==> config.mk <==
export PLATFORM = sky130hd
export DESIGN_NAME = enc_sequencer
export DESIGN_NICKNAME = d
export VERILOG_FILES = /design/src/rtl/enc_sequencer.sv
export SDC_FILE = /design/constraint.sdc
export NUM_CORES = 1
export LEC_CHECK = 0
export ABC_AREA = 1
export BUFFER_PORTS_ARGS = -buffer_cell sky130_fd_sc_hd__buf_2
export CAP_MARGIN = 20
export CELL_PAD_IN_SITES_DETAIL_PLACEMENT = 0
export CELL_PAD_IN_SITES_GLOBAL_PLACEMENT = 1
export CORE_MARGIN = 2
export CORE_UTILIZATION = 38
export CTS_CLUSTER_DIAMETER = 80
export DETAILED_ROUTE_END_ITERATION = 16
export GPL_TIMING_DRIVEN = 0
export PLACE_DENSITY_LB_ADDON = 0.1
export RECOVER_POWER = 25
export SETUP_SLACK_MARGIN = 0.4
export SYNTH_ARGS = -nofsm -noshare
export SYNTH_HDL_FRONTEND = slang
export SYNTH_SLANG_ARGS = --single-unit
==> constraint.sdc <==
create_clock -name clk_in -period 1.6 [get_ports clk_in]
set_input_delay 0.16 -clock clk_in [delete_from_list [all_inputs] [get_ports clk_in]]
set_output_delay 0.16 -clock clk_in [all_outputs]
set_load 0.005 [all_outputs]
==> src/rtl/enc_sequencer.sv <==
// Top-level control FSM for one LWE encryption pass: looper reset/start, drain, b-memory readout.
// Optional ENC_SEQ_WATCHDOG_EN bounds the time spent waiting for the looper.
module enc_sequencer #(
    parameter int DEPTH    = 100,
    parameter int K        = 500,
    parameter int PIPE_LAT = 4,
    parameter int WD_SLACK = 16
) (
    input  logic        clk_in,
    input  logic        rst_in,
    input  logic        req_valid,
    output logic        req_ready,
    input  logic        key_loaded,
    input  logic        abort_in,
    output logic        looper_rst,
    output logic        begin_enc,
    input  logic        looper_done,
    output logic        mem_sel,
    output logic [12:0] rd_addr,
    output logic        rd_valid,
    input  logic        rd_ready,
    output logic        rd_last,
    output logic        busy,
    output logic        done_pulse,
    output logic        err_out
);

    localparam int HALF_DEPTH = DEPTH / 2;
    localparam int DW         = (PIPE_LAT > 0) ? $clog2(PIPE_LAT + 1) : 1;
    localparam logic [12:0]   LAST_ADDR  = 13'(HALF_DEPTH - 1);
    localparam logic [DW-1:0] DRAIN_LAST = DW'((PIPE_LAT > 0) ? PIPE_LAT - 1 : 0);

    if (HALF_DEPTH < 1 || HALF_DEPTH > 8192) begin : g_bad_depth
        $error("enc_sequencer: HALF_DEPTH must be within 1..8192");
    end
    if (K < 1 || PIPE_LAT < 0 || WD_SLACK < 0) begin : g_bad_param
        $error("enc_sequencer: K must be positive, PIPE_LAT and WD_SLACK non-negative");
    end

    typedef enum logic [2:0] {
        S_IDLE,
        S_LRST,
        S_START,
        S_RUN,
        S_DRAIN,
        S_READ,
        S_FIN
    } state_t;

    state_t        state_reg;
    logic          looper_rst_reg;
    logic          begin_enc_reg;
    logic          mem_sel_reg;
    logic          rd_valid_reg;
    logic          rd_last_reg;
    logic [12:0]   rd_addr_reg;
    logic          busy_reg;
    logic          done_reg;
    logic          err_reg;
    logic [DW-1:0] drain_cnt_reg;

`ifdef ENC_SEQ_WATCHDOG_EN
    localparam logic [31:0] WD_LIMIT = 32'(K * HALF_DEPTH * HALF_DEPTH + WD_SLACK);
    logic [31:0] wd_cnt_reg;
`endif

    always_ff @(posedge clk_in) begin
        if (rst_in) begin
            state_reg      <= S_IDLE;
            looper_rst_reg <= 1'b0;
            begin_enc_reg  <= 1'b0;
            mem_sel_reg    <= 1'b0;
            rd_valid_reg   <= 1'b0;
            rd_last_reg    <= 1'b0;
            rd_addr_reg    <= '0;
            busy_reg       <= 1'b0;
            done_reg       <= 1'b0;
            err_reg        <= 1'b0;
            drain_cnt_reg  <= '0;
`ifdef ENC_SEQ_WATCHDOG_EN
            wd_cnt_reg     <= '0;
`endif
        end else begin
            looper_rst_reg <= 1'b0;
            begin_enc_reg  <= 1'b0;
            done_reg       <= 1'b0;
            err_reg        <= 1'b0;
            // Abort outranks every other event in the same cycle.
            if (state_reg != S_IDLE && abort_in) begin
                state_reg      <= S_IDLE;
                looper_rst_reg <= 1'b1;
                mem_sel_reg    <= 1'b0;
                rd_valid_reg   <= 1'b0;
                rd_last_reg    <= 1'b0;
                rd_addr_reg    <= '0;
                busy_reg       <= 1'b0;
                drain_cnt_reg  <= '0;
            end else begin
                case (state_reg)
                    S_IDLE: begin
                        if (req_valid) begin
                            if (key_loaded) begin
                                state_reg      <= S_LRST;
                                looper_rst_reg <= 1'b1;
                                busy_reg       <= 1'b1;
                            end else begin
                                err_reg <= 1'b1;
                            end
                        end
                    end
                    S_LRST: begin
                        state_reg     <= S_START;
                        begin_enc_reg <= 1'b1;
                        mem_sel_reg   <= 1'b0;
                    end
                    S_START: begin
                        state_reg <= S_RUN;
`ifdef ENC_SEQ_WATCHDOG_EN
                        wd_cnt_reg <= '0;
`endif
                    end
                    S_RUN: begin
                        if (looper_done) begin
                            if (PIPE_LAT == 0) begin
                                state_reg    <= S_READ;
                                mem_sel_reg  <= 1'b1;
                                rd_valid_reg <= 1'b1;
                                rd_addr_reg  <= '0;
                                rd_last_reg  <= (LAST_ADDR == 13'd0);
                            end else begin
                                state_reg     <= S_DRAIN;
                                drain_cnt_reg <= '0;
                            end
                        end
`ifdef ENC_SEQ_WATCHDOG_EN
                        else if (wd_cnt_reg == WD_LIMIT - 32'd1) begin
                            state_reg      <= S_IDLE;
                            err_reg        <= 1'b1;
                            looper_rst_reg <= 1'b1;
                            busy_reg       <= 1'b0;
                        end else begin
                            wd_cnt_reg <= wd_cnt_reg + 32'd1;
                        end
`endif
                    end
                    S_DRAIN: begin
                        if (drain_cnt_reg == DRAIN_LAST) begin
                            state_reg    <= S_READ;
                            mem_sel_reg  <= 1'b1;
                            rd_valid_reg <= 1'b1;
                            rd_addr_reg  <= '0;
                            rd_last_reg  <= (LAST_ADDR == 13'd0);
                        end else begin
                            drain_cnt_reg <= drain_cnt_reg + DW'(1);
                        end
                    end
                    S_READ: begin
                        if (rd_ready) begin
                            if (rd_last_reg) begin
                                state_reg    <= S_FIN;
                                rd_valid_reg <= 1'b0;
                                rd_last_reg  <= 1'b0;
                                rd_addr_reg  <= '0;
                                done_reg     <= 1'b1;
                            end else begin
                                rd_addr_reg <= rd_addr_reg + 13'd1;
                                rd_last_reg <= (rd_addr_reg + 13'd1 == LAST_ADDR);
                            end
                        end
                    end
                    S_FIN: begin
                        state_reg   <= S_IDLE;
                        mem_sel_reg <= 1'b0;
                        busy_reg    <= 1'b0;
                    end
                    default: begin
                        state_reg    <= S_IDLE;
                        mem_sel_reg  <= 1'b0;
                        rd_valid_reg <= 1'b0;
                        rd_last_reg  <= 1'b0;
                        rd_addr_reg  <= '0;
                        busy_reg     <= 1'b0;
                    end
                endcase
            end
        end
    end

    assign req_ready  = (state_reg == S_IDLE) && key_loaded;
    assign looper_rst = looper_rst_reg;
    assign begin_enc  = begin_enc_reg;
    assign mem_sel    = mem_sel_reg;
    assign rd_addr    = rd_addr_reg;
    assign rd_valid   = rd_valid_reg;
    assign rd_last    = rd_last_reg;
    assign busy       = busy_reg;
    assign done_pulse = done_reg;
    assign err_out    = err_reg;

endmodule

### Word-level counts from Yosys, hierarchy flattened

Index checks and enable logic that the tools add are counted.

* add/sub/neg operators: 2
* eq/ne operators: 15
* multiplexer cells: 33
* bitwise logic cells: 7
* reduce and logical (&&, ||, !) cells: 17

Operators by type and width (count)
* 13-bit two-way mux: 3
* 13-bit one-hot mux with 3 select lines: 1
* 3-bit two-way mux: 8
* 3-bit one-hot mux with 6 select lines: 1
* 1-bit two-way mux: 15
* 2-bit != test, second input constant: 7
* 13-bit by 1-bit adder with 13-bit output, second input constant: 1
* 13-bit by 6-bit equality test with 1-bit output, second input constant: 1
* 4-bit OR reduction: 3
* 5-bit OR reduction: 2
* 3-bit by 2-bit equality test with 1-bit output, second input constant: 3
* 3-bit equality test, second input constant: 3
* 3-bit AND reduction: 3
* 1-bit NOT: 7
* 1-bit one-hot mux with 3 select lines: 2
* 3-bit one-hot mux with 2 select lines: 1
* 6-bit AND reduction: 1
* 1-bit one-hot mux with 2 select lines: 2
* 4-bit AND reduction: 1
* 3-bit by 1-bit adder with 3-bit output, second input constant: 1
* 3-bit by 1-bit equality test with 1-bit output, second input constant: 1
* 3-bit logical NOT: 1
* 3-bit nonzero test: 1
* 1-bit logical AND: 2
* other kinds (3): 3

* register bits after elaboration: 27

### Depth between registers and ports, before layout

* word-level depth: 5
* depth in mapped cells: 11
* mapped depth without buffers: 11

### Worst setup path before layout

OpenSTA, ideal clock, no wires.

* path type: register to register
* start point: reg rd_addr_reg[1] (netlist: rd_addr[1])
* end point: reg rd_last_reg (netlist: rd_last)
* arrival: 1.438 ns
* required time: 1.530 ns
* path slack: 0.092 ns
* stages on the path, launching flop included: 12
* buffers on the path: 0
* cell sequence: dfxtp_1 -> ha_1 -> nand2_1 -> nor2_1 -> nand2_1 -> nand2_1 -> nand2_1 -> inv_1 -> nand2_1 -> nor2_1 -> nand2_1 -> a21oi_1

* longest elaborated chain between the ends: 5

RTL lines
* start, declared: RTL line 56 `logic [12:0] rd_addr_reg;`
* start signal, assigned: RTL line 166 `rd_addr_reg <= rd_addr_reg + 13'd1;`
* 13-bit by 1-bit adder with 13-bit output: RTL line 167 `rd_last_reg <= (rd_addr_reg + 13'd1 == LAST_ADDR);`
* 13-bit by 6-bit equality test with 1-bit output: RTL line 167
* 1-bit two-way mux: RTL line 159 `if (rd_last_reg) begin`
* 1-bit two-way mux: RTL line 158 `if (rd_ready) begin`
* 1-bit one-hot mux with 3 select lines: RTL line 99 `case (state_reg)`
* end signal, assigned: RTL line 129 `rd_last_reg <= (LAST_ADDR == 13'd0);`
* end signal, assigned: RTL line 152 `rd_last_reg <= (LAST_ADDR == 13'd0);`
* end signal, assigned: RTL line 167
* end, declared: RTL line 55 `logic rd_last_reg;`

Every way passes these cells. The select of a mux whose other input is x is not followed.
A chain may end at the register's enable or synchronous reset.

### Final worst setup path

* start point: reg drain_cnt_reg[0]
* end point: reg rd_addr_reg[3] (netlist: rd_addr[3])

* longest elaborated chain between the ends: 3

RTL lines
* start, declared: RTL line 60 `logic [DW-1:0] drain_cnt_reg;`
* start signal, assigned: RTL line 154 `drain_cnt_reg <= drain_cnt_reg + DW'(1);`
* 3-bit by 2-bit equality test with 1-bit output: RTL line 147 `if (drain_cnt_reg == DRAIN_LAST) begin`
* 2-bit != test (no source line)
* 3-bit AND reduction (no source line)

Every way passes these cells.

==> impl_metrics.toml <==
[critical_path]
crit_slowest_cell = "dfxtp_2"
path_cells = "ha_4, ha_4, inv_4, nand4_4, nand3_4, nor2_4, buf_6, nand2_1, a21oi_1"
worstPathArrival_ns = 1.72
worstPathRequired_ns = 1.82
cp_max_fo = 6
crit_type = "reg2reg"
r2r-start = "drain_cnt_reg[0]"
crit_path_max_incr_delay_ns = 0.37
cpMostUsedCell = "ha_4"
r2r-end = "rd_addr[3]"
worstSetupStartpointType = "flop"
r2r_cells = 9
endpoint_kind = "flop"
rrSetupSlack_ns = 0.10
crit_start = "drain_cnt_reg[0]"

[clock_tree]
cts_tree = "done"
hold_buffers = 0
htreeDepth = 1
cts_inserted_buffers = 3
root_buffer = "clkbuf_8"
clock_sinks = 27
cts_max_path_buffers = 2
path_clk_slew_ns = 0.10
clk_latency_ns = 0.28

[pwr]
p_per_area_nw_per_um2 = 786
max-vdd-ir-drop_v = 0.000821
p_total_mw = 1.75
power_switching_mw = 0.590
p_seq_share_pct = 44.2
share_comb_of_total_power_pct = 32.4
p_leak_nw = 0.938
internal_power_mw = 1.16
switching_share_pct = 33.7
p_clk_share_pct = 23.4

[yosys]
yosys.cell_types.count = 23
synth_cells = 228
syn-cell-area_um2 = 1490
synth_adder_area_share_pct = 3.36
synth_top_area_share_pct = 36.3
synth.largest_area_cell = "dfxtp_1"
syn_avg_cell_area_um2 = 6.53
yosys-top-cells-count = "72 x nand2_1, 27 x dfxtp_1, 25 x inv_1"
synth_xor_area_share_pct = 0.588
synthSimpleGateAreaFrac_pct = 38.1
synth_compound_area_share_pct = 12.2
muxShareOfSynthArea_pct = 0
synth-edff-count = 0
synth_top_family_by_area = "simple AND/OR/NAND/NOR gates"
synth_warnings = 0
ys_ff_latch = 27
yosys-top-cells-area = "dfxtp_1 36%, nand2_1 18%, a21oi_1 7.7%, nand3_1 6.4%, inv_1 6.3%"
async_reset_ff_share_pct = 0
syn-num-nets = 239
synth.most_common_cell = "nand2_1"
synth-seq-area-share_pct = 36.3
ys.flop_type = "dfxtp_1"

[sta]
max_slew.worst_pin.slew_ns = 0.321
finalSetupViolCount = 0
fin_hold_ws_ns = 0.0415
hold_viol = 0
clock_skew_ns = 0.00385
rsz0062_at_grt = "true"
slew_headroom_pct = 78.5
fin_ws_ns = 0.101
maxSlewViolCount = 0
fmax_mhz = 667
post-route-min-period_ns = 1.50
finalCritPeriodShare_pct = 93.7

[floorplan]
die_w_um = 66.6
start_util_pct = 40.1
core_um2 = 3720
die_h_um = 66.6
num_rows = 22
boundaryPins = 29
die_area_um2 = 4430

[cells_and_area]
diodes = 0
fillerInstances = 362
largest_reg_flops = 13
area_growth_pct = 49.5
seqCellArea_um2 = 566
nNetsFinal = 290
multi_input_area_um2 = 1060
drive_above_1_share_pct = 41.7

[detailed_routing]
wl_met1_um = 1870
wl_met3_um = 123
routed-via-count = 1634
dr_wl_met2_um = 2060
detail_route.first_pass.iterations = 4
drc_errors = 0
viasPerCell = 5.01
ant_nets = 0
finalWirelength_um = 4100
dr.max_layer_used = "met4"
avgRoutedWirePerCell_um = 12.6
drt_iter0_markers = 123

[grt]
globalRouteOverflowTotal = 0
grt_usage_pct = 19.2
antenna_found_initial = 0
grt_pass1_wl_um = 6420
grt_pass1_vias = 1419
grt_max_degree = 16

[min_path]
hold_path_depth = 2
hold_start = "key_loaded"
hold-path-endpoint = "err_out"
hp-class = "in2reg"

[place]
port-buffer-count = 28
routabilityCongestion = 0.798
dp_slack_ns = 0.0170
dpl.hpwl_um = 2670

[flow_run]
drv_cap = 0

[status]
status = "finished, final reports clean"
==> layout make-up <==
cell class	instances	share of cell area, %
Multi-Input combinational cell	168	47.4
Sequential cell	27	25.4
Timing Repair Buffer	46	14.8
Inverter	29	5.23
Tap cell	48	2.70
Buffer	4	2.36
Clock buffer	3	1.85
Clock inverter	1	0.225
==> metrics by stage <==
stage | instance area, um2 | instances | setup TNS, ns | utilization [%]
after floorplan | 1560 | 228 | 0 | -
after global placement | 1760 | 304 | 0 | 47.4
after detailed placement | 1760 | 304 | 0 | 47.4
after CTS | 2050 | 320 | 0 | 55.2
after global routing | 2230 | 326 | -0.00633 | 59.9
final | 2230 | 326 | 0 | 59.9
==> worst max-delay path by stage <==
| stage | to | cells after the start |
|---|---|---|
| 2_1_floorplan | rd_addr[5] | 9 |
| 3_3_place_gp | rd_last | 10 |
| 3_5_place_dp | rd_last | 10 |
| 4_1_cts | rd_last | 11 |
| 5_1_grt | rd_addr[2] | 8 |
| 6_report | rd_addr[3] | 9 |
==> timing repair <==
| action | 4_1_cts | 5_1_grt |
|---|---|---|
| buffers inserted | 9 | 6 |
| pin swaps | 5 | 18 |
| setup endpoints to repair | 26 | 26 |
| gates resized for setup | 36 | 37 |
| cloned | 3 | 0 |
==> power by group through the flow <==
stage	Combinational, mW	Clock [mW]	Sequential (mW)
finish	0.568	0.409	0.773
CTS	0.532	0.420	0.766
global route	0.618	0.448	0.777
floorplan	0.218	0	0.767
global placement	0.317	0	0.773
detailed placement	0.313	0	0.773
==> cell families after synthesis <==
kind of cell	count (synthesis)
adder cells (fa/ha/maj)	4
XOR/XNOR	1
AND/OR/NAND/NOR	129
flip-flops	27
buffers and inverters	33
AO/OA/AOI/OAI	34
==> layout by cell type, fill, tap and decap left out, types with 10 or more instances in the layout <==
| master | instances |
|---|---|
| inv_1 | 22 |
| buf_4 | 12 |
| buf_2 | 27 |
| a21oi_1 | 13 |
| nand2_1 | 67 |
| nor2_1 | 11 |
| dfxtp_1 | 17 |
| a21oi_2 | 10 |
| nand3_1 | 13 |
==> layer usage <==
layer | up-vias | global-route usage [%]
li1 | 837 | -
met1 | 766 | 23.3
met2 | 24 | 34.0
met3 | 7 | 4.22
met4 | 0 | 4.59
met5 | - | 0
==> worst max-delay path: cells and delay by family, from the launching register on <==
| family | cells | cell delay, ns |
|---|---|---|
| AO/OA/AOI/OAI | 1 | 0.11 |
| AND/OR/NAND/NOR | 4 | 0.48 |
| buffers and inverters | 2 | 0.21 |
| adder cells (fa/ha/maj) | 2 | 0.27 |
| flip-flops | 1 | 0.37 |
(Power assumes the default switching activity.)
